[config.mk]
export PLATFORM = sky130hd
export DESIGN_NAME = prog_sequencer_flat
export DESIGN_NICKNAME = d
export VERILOG_FILES = /design/src/rtl/prog_sequencer_pkg.sv /design/src/rtl/prog_sequencer_if.sv /design/src/rtl/prog_sequencer_mem.sv /design/src/rtl/prog_sequencer.sv /design/src/flat_wrapper.sv
export SDC_FILE = /design/constraint.sdc
export NUM_CORES = 2
export LEC_CHECK = 0
export BUFFER_PORTS_ARGS = -buffer_cell sky130_fd_sc_hd__clkbuf_2
export CAP_MARGIN = 15
export CELL_PAD_IN_SITES_DETAIL_PLACEMENT = 2
export CELL_PAD_IN_SITES_GLOBAL_PLACEMENT = 2
export CORE_ASPECT_RATIO = 2
export CORE_UTILIZATION = 44
export CTS_CLUSTER_DIAMETER = 200
export DETAILED_ROUTE_END_ITERATION = 8
export PLACE_DENSITY = 0.84
export REMOVE_ABC_BUFFERS = 1
export SYNTH_ARGS = -nofsm -noshare
export SYNTH_HDL_FRONTEND = slang
export SYNTH_SLANG_ARGS = --single-unit
[constraint.sdc]
create_clock -name clk -period 3.26 [get_ports clk]
set_input_delay 0.815 -clock clk [delete_from_list [all_inputs] [get_ports clk]]
set_output_delay 0.815 -clock clk [all_outputs]
set_load 0.005 [all_outputs]
[src/rtl/prog_sequencer_pkg.sv]
// Shared types and constants for the program-memory sequencer.
package seq_pkg;
   localparam int MEM_DEPTH = 256;
   localparam int ADDR_W    = 8;

   typedef enum logic [2:0] {
      IDLE = 3'd0,
      LOAD = 3'd1,
      RUN  = 3'd2,
      STEP = 3'd3,
      HALT = 3'd4
   } state_t;

   // Increment that sticks at the all-ones value of a width-bit counter.
   function automatic logic [31:0] satInc(input logic [31:0] val, input int width);
      logic [31:0] maxVal;
      maxVal = 32'hFFFF_FFFF >> (32 - width);
      return (val >= maxVal) ? val : val + 32'd1;
   endfunction
endpackage

[src/rtl/prog_sequencer_if.sv]
// Host load stream, run-control pulses and CPU-facing signals of the sequencer.
interface prog_sequencer_if #(
   parameter int CYC_W = 16
);
   logic             load_start;
   logic [7:0]       load_len;
   logic             ld_valid;
   logic [7:0]       ld_data;
   logic             ld_ready;
   logic             run;
   logic             step;
   logic             halt_req;
   logic [7:0]       cpu_addr;
   logic [7:0]       cpu_instr;
   logic             cpu_en;
   logic [2:0]       state;
   logic [8:0]       prog_len;
   logic [CYC_W-1:0] cycles;

   modport master (
      output load_start, load_len, ld_valid, ld_data, run, step, halt_req, cpu_addr,
      input  ld_ready, cpu_instr, cpu_en, state, prog_len, cycles
   );

   modport slave (
      input  load_start, load_len, ld_valid, ld_data, run, step, halt_req, cpu_addr,
      output ld_ready, cpu_instr, cpu_en, state, prog_len, cycles
   );
endinterface

[src/rtl/prog_sequencer_mem.sv]
// Instruction store: synchronous write, combinational read, contents never reset.
module prog_mem #(
   parameter int DEPTH = 256,
   parameter int AW    = 8
) (
   input  logic          clk,
   input  logic          we,
   input  logic [AW-1:0] waddr,
   input  logic [7:0]    wdata,
   input  logic [AW-1:0] raddr,
   output logic [7:0]    rdata
);
   logic [7:0] mem [DEPTH];

   always_ff @(posedge clk) begin
      if (we) mem[waddr] <= wdata;
   end

   assign rdata = mem[raddr];
endmodule

[src/rtl/prog_sequencer.sv]
// Loads a program into the instruction store, then feeds the CPU and gates it
// with a clock enable under run / single-step / halt control.
module prog_sequencer
   import seq_pkg::*;
#(
   parameter int MEM_DEPTH = seq_pkg::MEM_DEPTH,
   parameter int CYC_W     = 16
) (
   input logic             clk,
   input logic             rst,
   prog_sequencer_if.slave bus
);
   state_t           stQ, stD;
   logic [8:0]       lenQ;
   logic [7:0]       wptrQ;
   logic             loadedQ;
   logic             ldReadyQ;
   logic [CYC_W-1:0] cycQ;

   logic       inRange, lastByte, cpuEn;
   logic       startLoad, wr, setLoaded, clrLoaded;
   logic [7:0] rdData;

   assign inRange  = {1'b0, bus.cpu_addr} < lenQ;
   assign lastByte = {1'b0, wptrQ} == (lenQ - 9'd1);

   always_comb begin
      stD       = stQ;
      cpuEn     = 1'b0;
      startLoad = 1'b0;
      wr        = 1'b0;
      setLoaded = 1'b0;
      clrLoaded = 1'b0;
      unique case (stQ)
         IDLE, HALT: begin
            // halt_req outranks every other command, so it simply blocks them here
            if (!bus.halt_req) begin
               if (bus.load_start) begin
                  startLoad = 1'b1;
                  stD       = LOAD;
               end else if (loadedQ && bus.run) begin
                  stD = RUN;
               end else if (loadedQ && bus.step) begin
                  stD = STEP;
               end
            end
         end
         LOAD: begin
            if (bus.halt_req) begin
               clrLoaded = 1'b1;
               stD       = IDLE;
            end else if (bus.ld_valid) begin
               wr = 1'b1;
               if (lastByte) begin
                  setLoaded = 1'b1;
                  stD       = IDLE;
               end
            end
         end
         RUN: begin
            if (bus.halt_req) begin
               stD = HALT;
            end else begin
               cpuEn = inRange;
               if (!inRange) stD = HALT;
            end
         end
         STEP: begin
            cpuEn = inRange && !bus.halt_req;
            stD   = HALT;
         end
         default: stD = IDLE;
      endcase
   end

   always_ff @(posedge clk or posedge rst) begin
      if (rst) begin
         stQ      <= IDLE;
         lenQ     <= 9'd0;
         wptrQ    <= 8'd0;
         loadedQ  <= 1'b0;
         ldReadyQ <= 1'b0;
         cycQ     <= '0;
      end else begin
         stQ      <= stD;
         ldReadyQ <= (stD == LOAD);
         if (startLoad) begin
            // a zero length means a full 256-byte image
            lenQ    <= (bus.load_len == 8'd0) ? 9'd256 : {1'b0, bus.load_len};
            wptrQ   <= 8'd0;
            cycQ    <= '0;
            loadedQ <= 1'b0;
         end
         if (wr)        wptrQ   <= wptrQ + 8'd1;
         if (setLoaded) loadedQ <= 1'b1;
         if (clrLoaded) loadedQ <= 1'b0;
         if (cpuEn)     cycQ    <= CYC_W'(satInc(32'(cycQ), CYC_W));
      end
   end

   prog_mem #(.DEPTH(MEM_DEPTH), .AW(ADDR_W)) uMem (
      .clk   (clk),
      .we    (wr),
      .waddr (wptrQ),
      .wdata (bus.ld_data),
      .raddr (bus.cpu_addr),
      .rdata (rdData)
   );

   assign bus.ld_ready  = ldReadyQ;
   assign bus.cpu_en    = cpuEn;
   assign bus.cpu_instr = (stQ == RUN || stQ == STEP) ? rdData : 8'h00;
   assign bus.state     = stQ;
   assign bus.prog_len  = lenQ;
   assign bus.cycles    = cycQ;
endmodule

[src/flat_wrapper.sv]
// flat-port wrapper written by rule: the top's interface ports become plain ports
module prog_sequencer_flat import seq_pkg::*;
#(
   parameter int MEM_DEPTH = seq_pkg::MEM_DEPTH,
   parameter int CYC_W     = 16
)
  (clk, rst, bus_load_start, bus_load_len, bus_ld_valid, bus_ld_data, bus_run, bus_step, bus_halt_req, bus_cpu_addr, bus_ld_ready, bus_cpu_instr, bus_cpu_en, bus_state, bus_prog_len, bus_cycles);
  prog_sequencer_if #(.CYC_W(CYC_W)) bus_i ();
  input logic clk;
  input logic rst;
  input wire logic [$bits(bus_i.load_start)-1:0] bus_load_start;
  input wire logic [$bits(bus_i.load_len)-1:0] bus_load_len;
  input wire logic [$bits(bus_i.ld_valid)-1:0] bus_ld_valid;
  input wire logic [$bits(bus_i.ld_data)-1:0] bus_ld_data;
  input wire logic [$bits(bus_i.run)-1:0] bus_run;
  input wire logic [$bits(bus_i.step)-1:0] bus_step;
  input wire logic [$bits(bus_i.halt_req)-1:0] bus_halt_req;
  input wire logic [$bits(bus_i.cpu_addr)-1:0] bus_cpu_addr;
  output wire logic [$bits(bus_i.ld_ready)-1:0] bus_ld_ready;
  output wire logic [$bits(bus_i.cpu_instr)-1:0] bus_cpu_instr;
  output wire logic [$bits(bus_i.cpu_en)-1:0] bus_cpu_en;
  output wire logic [$bits(bus_i.state)-1:0] bus_state;
  output wire logic [$bits(bus_i.prog_len)-1:0] bus_prog_len;
  output wire logic [$bits(bus_i.cycles)-1:0] bus_cycles;
  assign bus_i.load_start = bus_load_start;
  assign bus_i.load_len = bus_load_len;
  assign bus_i.ld_valid = bus_ld_valid;
  assign bus_i.ld_data = bus_ld_data;
  assign bus_i.run = bus_run;
  assign bus_i.step = bus_step;
  assign bus_i.halt_req = bus_halt_req;
  assign bus_i.cpu_addr = bus_cpu_addr;
  assign bus_ld_ready = bus_i.ld_ready;
  assign bus_cpu_instr = bus_i.cpu_instr;
  assign bus_cpu_en = bus_i.cpu_en;
  assign bus_state = bus_i.state;
  assign bus_prog_len = bus_i.prog_len;
  assign bus_cycles = bus_i.cycles;
  prog_sequencer #(.MEM_DEPTH(MEM_DEPTH), .CYC_W(CYC_W)) u_core (.clk(clk), .rst(rst), .bus(bus_i));
endmodule
==> flow_summary.ini, run 1 <==
[placement]
placed_area_um2 = 93140
dp_hpwl_um = 251300
port_buffers = 68
gp_congestion = 0.9921
place_ws_ns = -1.751

[yosys]
yosysSeqAreaShare = 0.7549
synth_seq_cells = 2086
yosys_warnings = 0
synthSimpleGateAreaFrac = 0.04253
synth_compound_gate_area_share = 0.03739
synth-xor-area-share = 0.001270
avgSynthCellArea_um2 = 19.24
synth_area_um2 = 82720
ys.flop_type = edfxtp_1
yosys.area_share.adder = 0.001966
synth_top_family_by_area = multiplexers
syn_inst = 4300
synthArstFlopShare = 0.01822
ys_types = 76
synth_mux_area_frac = 0.1404
synth_edf_count = 2048

[floorplan]
die_h_um = 615.2
rows = 224
fp.dieW_um = 308.6
ios = 69
initial_utilization = 0.4439

[global_route]
grt_max_degree = 105
gr-total-overflow = 4
grt_usage = 0.6412

[run_status]
haltStage = global routing (5_1_grt)
error_line = [ERROR GRT-0232] Routing congestion too high. Check the congestion heatmap in the GUI.
status = did not finish

[cts]
cts_inserted_buffers = 181
cts_buffer_depth = 4
cts_root_buf = clkbuf_16
cts.sinks = 2086
h-tree-depth = 4
==> cells by family after synthesis <==
kind of cell / count (synthesis)
multiplexers: 679
adder cells (fa/ha/maj): 13
AO/OA/AOI/OAI: 451
XOR/XNOR: 12
AND/OR/NAND/NOR: 785
buffers and inverters: 274
flip-flops: 2086
==> Yosys cell counts (31+ instances only) <==
library cell     n  area [µm²]
a21oi_1         70       350.3
buf_2           45       225.2
buf_4           34       255.2
buf_6           40       450.4
clkbuf_1        97       364.1
dfrtp_1         38       950.9
edfxtp_1      2048       61500
mux2i_1        274        2743
mux4_2         371        8356
nand2_1        147       551.8
nand3_1         65       325.3
nand4_1         31       193.9
nor2_1         363        1363
nor3_1          70       350.3
o21ai_0         73       365.4
o221ai_1        73       639.4
o22ai_1         78       488.0
==> per-stage QoR <==
| step | TNS, ns | std cells | util |
|---|---|---|---|
| 3_5_place_dp | -30.67 | 7587 | 0.4997 |
| 4_1_cts | -9.018 | 7931 | 0.5416 |
| 2_1_floorplan | -11.01 | 4048 | - |
| 3_3_place_gp | -14.65 | 7587 | 0.4997 |
==> routing by layer <==
| layer | global-route usage | GRT overflow |
|---|---|---|
| met4 | 0.6363 | 3 |
| met5 | 0.2295 | 0 |
| met1 | 0.6271 | 0 |
| met3 | 0.4819 | 0 |
| met2 | 0.8174 | 1 |
==> repair_timing <==
item,4_1_cts
setup buffers,16
cloned,9
hold buffers,0
setup endpoints to repair,246
resized for setup,315
pin swaps,45
==> run 2: changes to the inputs <==
--- a/config.mk
+++ b/config.mk
@@ -7,13 +7,9 @@
 export LEC_CHECK = 0
 export BUFFER_PORTS_ARGS = -buffer_cell sky130_fd_sc_hd__clkbuf_2
 export CAP_MARGIN = 15
-export CELL_PAD_IN_SITES_DETAIL_PLACEMENT = 2
-export CELL_PAD_IN_SITES_GLOBAL_PLACEMENT = 2
-export CORE_ASPECT_RATIO = 2
-export CORE_UTILIZATION = 44
-export CTS_CLUSTER_DIAMETER = 200
+export CORE_UTILIZATION = 29
 export DETAILED_ROUTE_END_ITERATION = 8
-export PLACE_DENSITY = 0.84
+export PLACE_DENSITY_LB_ADDON = 0.15
 export REMOVE_ABC_BUFFERS = 1
 export SYNTH_ARGS = -nofsm -noshare
 export SYNTH_HDL_FRONTEND = slang
==> constraint.sdc (replaced) <==
create_clock -name clk -period 4.2 [get_ports clk]
set_input_delay 1.05 -clock clk [delete_from_list [all_inputs] [get_ports clk]]
set_output_delay 1.05 -clock clk [all_outputs]
set_load 0.005 [all_outputs]
==> run 2 against run 1 <==
Compared with the run above: the flow now finishes, with violations (setup timing); synthesized area unchanged; synthesized cell count unchanged.
==> flow_summary.ini, run 2 <==
[run_status]
status = complete, but fails checks
violations = setup timing

[yosys]
syn_inst = 4300
yosys_warnings = 0
synth_edf_count = 2048
synth_top_cell_by_area = edfxtp_1
synth_area_um2 = 82720
synthArstFlopShare = 0.01822
ys.flop_type = edfxtp_1
synth_top_area_frac = 0.7434
yosysSeqAreaShare = 0.7549
ys_top_cells_by_area = edfxtp_1 74%, mux4_2 10%, mux2i_1 3.3%
ys_types = 76
post-synth-top-count-cell = edfxtp_1
avgSynthCellArea_um2 = 19.24
yosys-top-cells-count = 2048 x edfxtp_1, 371 x mux4_2, 363 x nor2_1
synth_seq_cells = 2086

[final_layout]
layout_commonest_cell = edfxtp_1
seq_area_um2 = 62450
syn_to_final_growth_pct = 26.09
nets = 5393
largest_register_ffs = 2048
fin_cells = 9288
multi_input_area_um2 = 19740
n_fill_cell = 26230
layout_common_cells = 2048 x edfxtp_1, 826 x buf_4, 374 x mux4_2
drive_gt1_frac = 0.3558
largest_register = u_core.uMem.mem

[worst_setup_path]
reg2reg_depth = 7
critPathLaunchType = primary input
crit_type = primary input to primary output
r2r_start = u_core.bus.state[2]$_DFF_PP0_
r2r-end = u_core.uMem.mem[204][4]$_DFFE_PP_
startpoint = bus_cpu_addr[0]
critPathMaxFanout = 8
arrival_ns = 3.86
crit_end = bus_cpu_instr[7]
crit_path_end_kind = primary output
crit_required_ns = 3.15
r2r_slack_ns = 0.78

[placement]
port_buffers = 68
gp_congestion = 0.8529
dp_hpwl_um = 198600
dpl.cell_count = 8757
place_ws_ns = -1.807

[global_route]
antenna_found_initial = 17
grt_usage = 0.2007
grt_pass1_vias = 46980
grt_max_degree = 107
grt_pass1_wl_um = 398300
gr-total-overflow = 0

[power_and_ir_drop]
peakVddDrop_v = 0.0003651
p_leak_uw = 0.03472
clockPowerShare = 0.433
power.internal_uw = 35690
p_switching_uw = 10380
switching_share = 0.2253
p_comb_frac = 0.069
seqPwrFrac = 0.498
p_per_area_nw_per_um2 = 441.6

[drt]
ant_nets = 0
vias_per_cell = 5.065
post-route-drc-count = 0
wl_per_cell_um = 31.63
drt-total-wl_um = 293800
vias = 47040
first_pass_iters = 5
drt_iter0_markers = 4462

[cts]
insertion_delay_ns = 0.91
path_clk_slew_ns = 0.06
cts_buffer_depth = 4
cts.sinks = 2086
h-tree-depth = 4
cts_root_buf = clkbuf_16
cts_inserted_buffers = 232
cts_tree = built
cts_hold_buf = 0

[timing]
timing.final.ws_setup_ns = -0.7138
min_period_over_period = 1.170
final-hold-violation-count = 0
fin_setup_tns_ns = -4.988
timing.fmax_mhz = 203.5
worst_pin_slew_ns = 1.141
slew_headroom = 0.2377
final-setup-viol-count = 8
grt_setup_unrepaired = true
skew_ns = 0.06329
drv_slew = 0
fin_crit_ns = 4.914

[floorplan]
die_h_um = 536.1
fp.dieW_um = 536.1
rows = 195
ios = 69
initial_utilization = 0.2923
core_um2 = 283000
dieArea_um2 = 287400

[flow_run]
maxCapViolations = 0

[min_path]
min-delay-path-class = primary input to async pin
## run 2: layout make-up
type                    instances  share of cell area
flip-flops and latches       2086              0.5987
multi-input cells            1940              0.1892
repair buffers               1067             0.09555
clock buffers                 278             0.05801
well taps                    3743             0.04490
clock inverters               141             0.01245
inverters                      22           0.0009236
diodes                         11           0.0002639
## run 2: worst max-delay path, stage by stage
cell	delay (ns)
buf_16	0.15
buf_16	0.19
buf_12	0.17
inv_8	0.05
buf_12	0.13
buf_16	0.16
mux2i_2	0.17
a211o_4	0.40
a31oi_4	0.24
nand4_1	0.48
buf_12	0.32
o21ai_4	0.08
clkbuf_2	0.15
## run 2: worst min-delay path by stage
stage | slack (ns) | cells after the start | endpoint
6_report | 0.20 | 2 | u_core.bus.cycles[15]$_DFFE_PP0P_
5_1_grt | 0.20 | 2 | u_core.bus.cycles[14]$_DFFE_PP0P_
3_3_place_gp | 0.52 | 1 | u_core.bus.cycles[4]$_DFFE_PP0P_
2_1_floorplan | 0.49 | 2 | u_core.loadedQ$_DFFE_PP0P_
3_5_place_dp | 0.53 | 1 | u_core.bus.cycles[4]$_DFFE_PP0P_
4_1_cts | 0.16 | 2 | u_core.bus.cycles[15]$_DFFE_PP0P_
## run 2: repair_timing
item                                   CTS  global route
gates cloned                            16             5
endpoints found under the hold margin    0             0
pin swaps                               47            51
setup buffers                           55            39
resized for setup                      258           112
setup endpoints to repair                9             9
## run 2: cells by family after synthesis
family | after synthesis | synth area share
AO/OA/AOI/OAI | 451 | 0.03739
XOR/XNOR | 12 | 0.001270
adder cells (fa/ha/maj) | 13 | 0.001966
buffers and inverters | 274 | 0.02151
flip-flops | 2086 | 0.7549
multiplexers | 679 | 0.1404
AND/OR/NAND/NOR | 785 | 0.04253
## run 2: per-stage QoR
step | power (µW) | cell area, µm² | util | hold WS (ns)
6_report | 46060 | 104300 | 0.3686 | 0.1982
5_1_grt | 47340 | 104300 | 0.3685 | 0.2023
3_5_place_dp | 26220 | 93940 | 0.3319 | 0.5260
4_1_cts | 46430 | 103400 | 0.3655 | 0.1567
2_1_floorplan | 24230 | 81030 | - | 0.4883
3_3_place_gp | 26210 | 93930 | 0.3319 | 0.5228
## run 2: metal layers
layer / track usage / routed length (µm) / up-vias
li1: - / - / 19780
met1: 0.2870 / 132100 / 25450
met2: 0.3269 / 139500 / 1449
met3: 0.02376 / 15170 / 359
met4: 0.04362 / 6969 / 2
met5: 0 / 13 / -
## run 2: power groups by stage
| stage | Combinational, µW | Clock [µW] | Sequential, µW |
|---|---|---|---|
| after floorplan | 879 | 0 | 23400 |
| after global placement | 2840 | 0 | 23400 |
| after detailed placement | 2850 | 0 | 23400 |
| after CTS | 3120 | 20400 | 22900 |
| after global routing | 3330 | 21100 | 22900 |
| final | 3190 | 19900 | 22900 |
No activity file was read; power rests on OpenSTA's default activity.
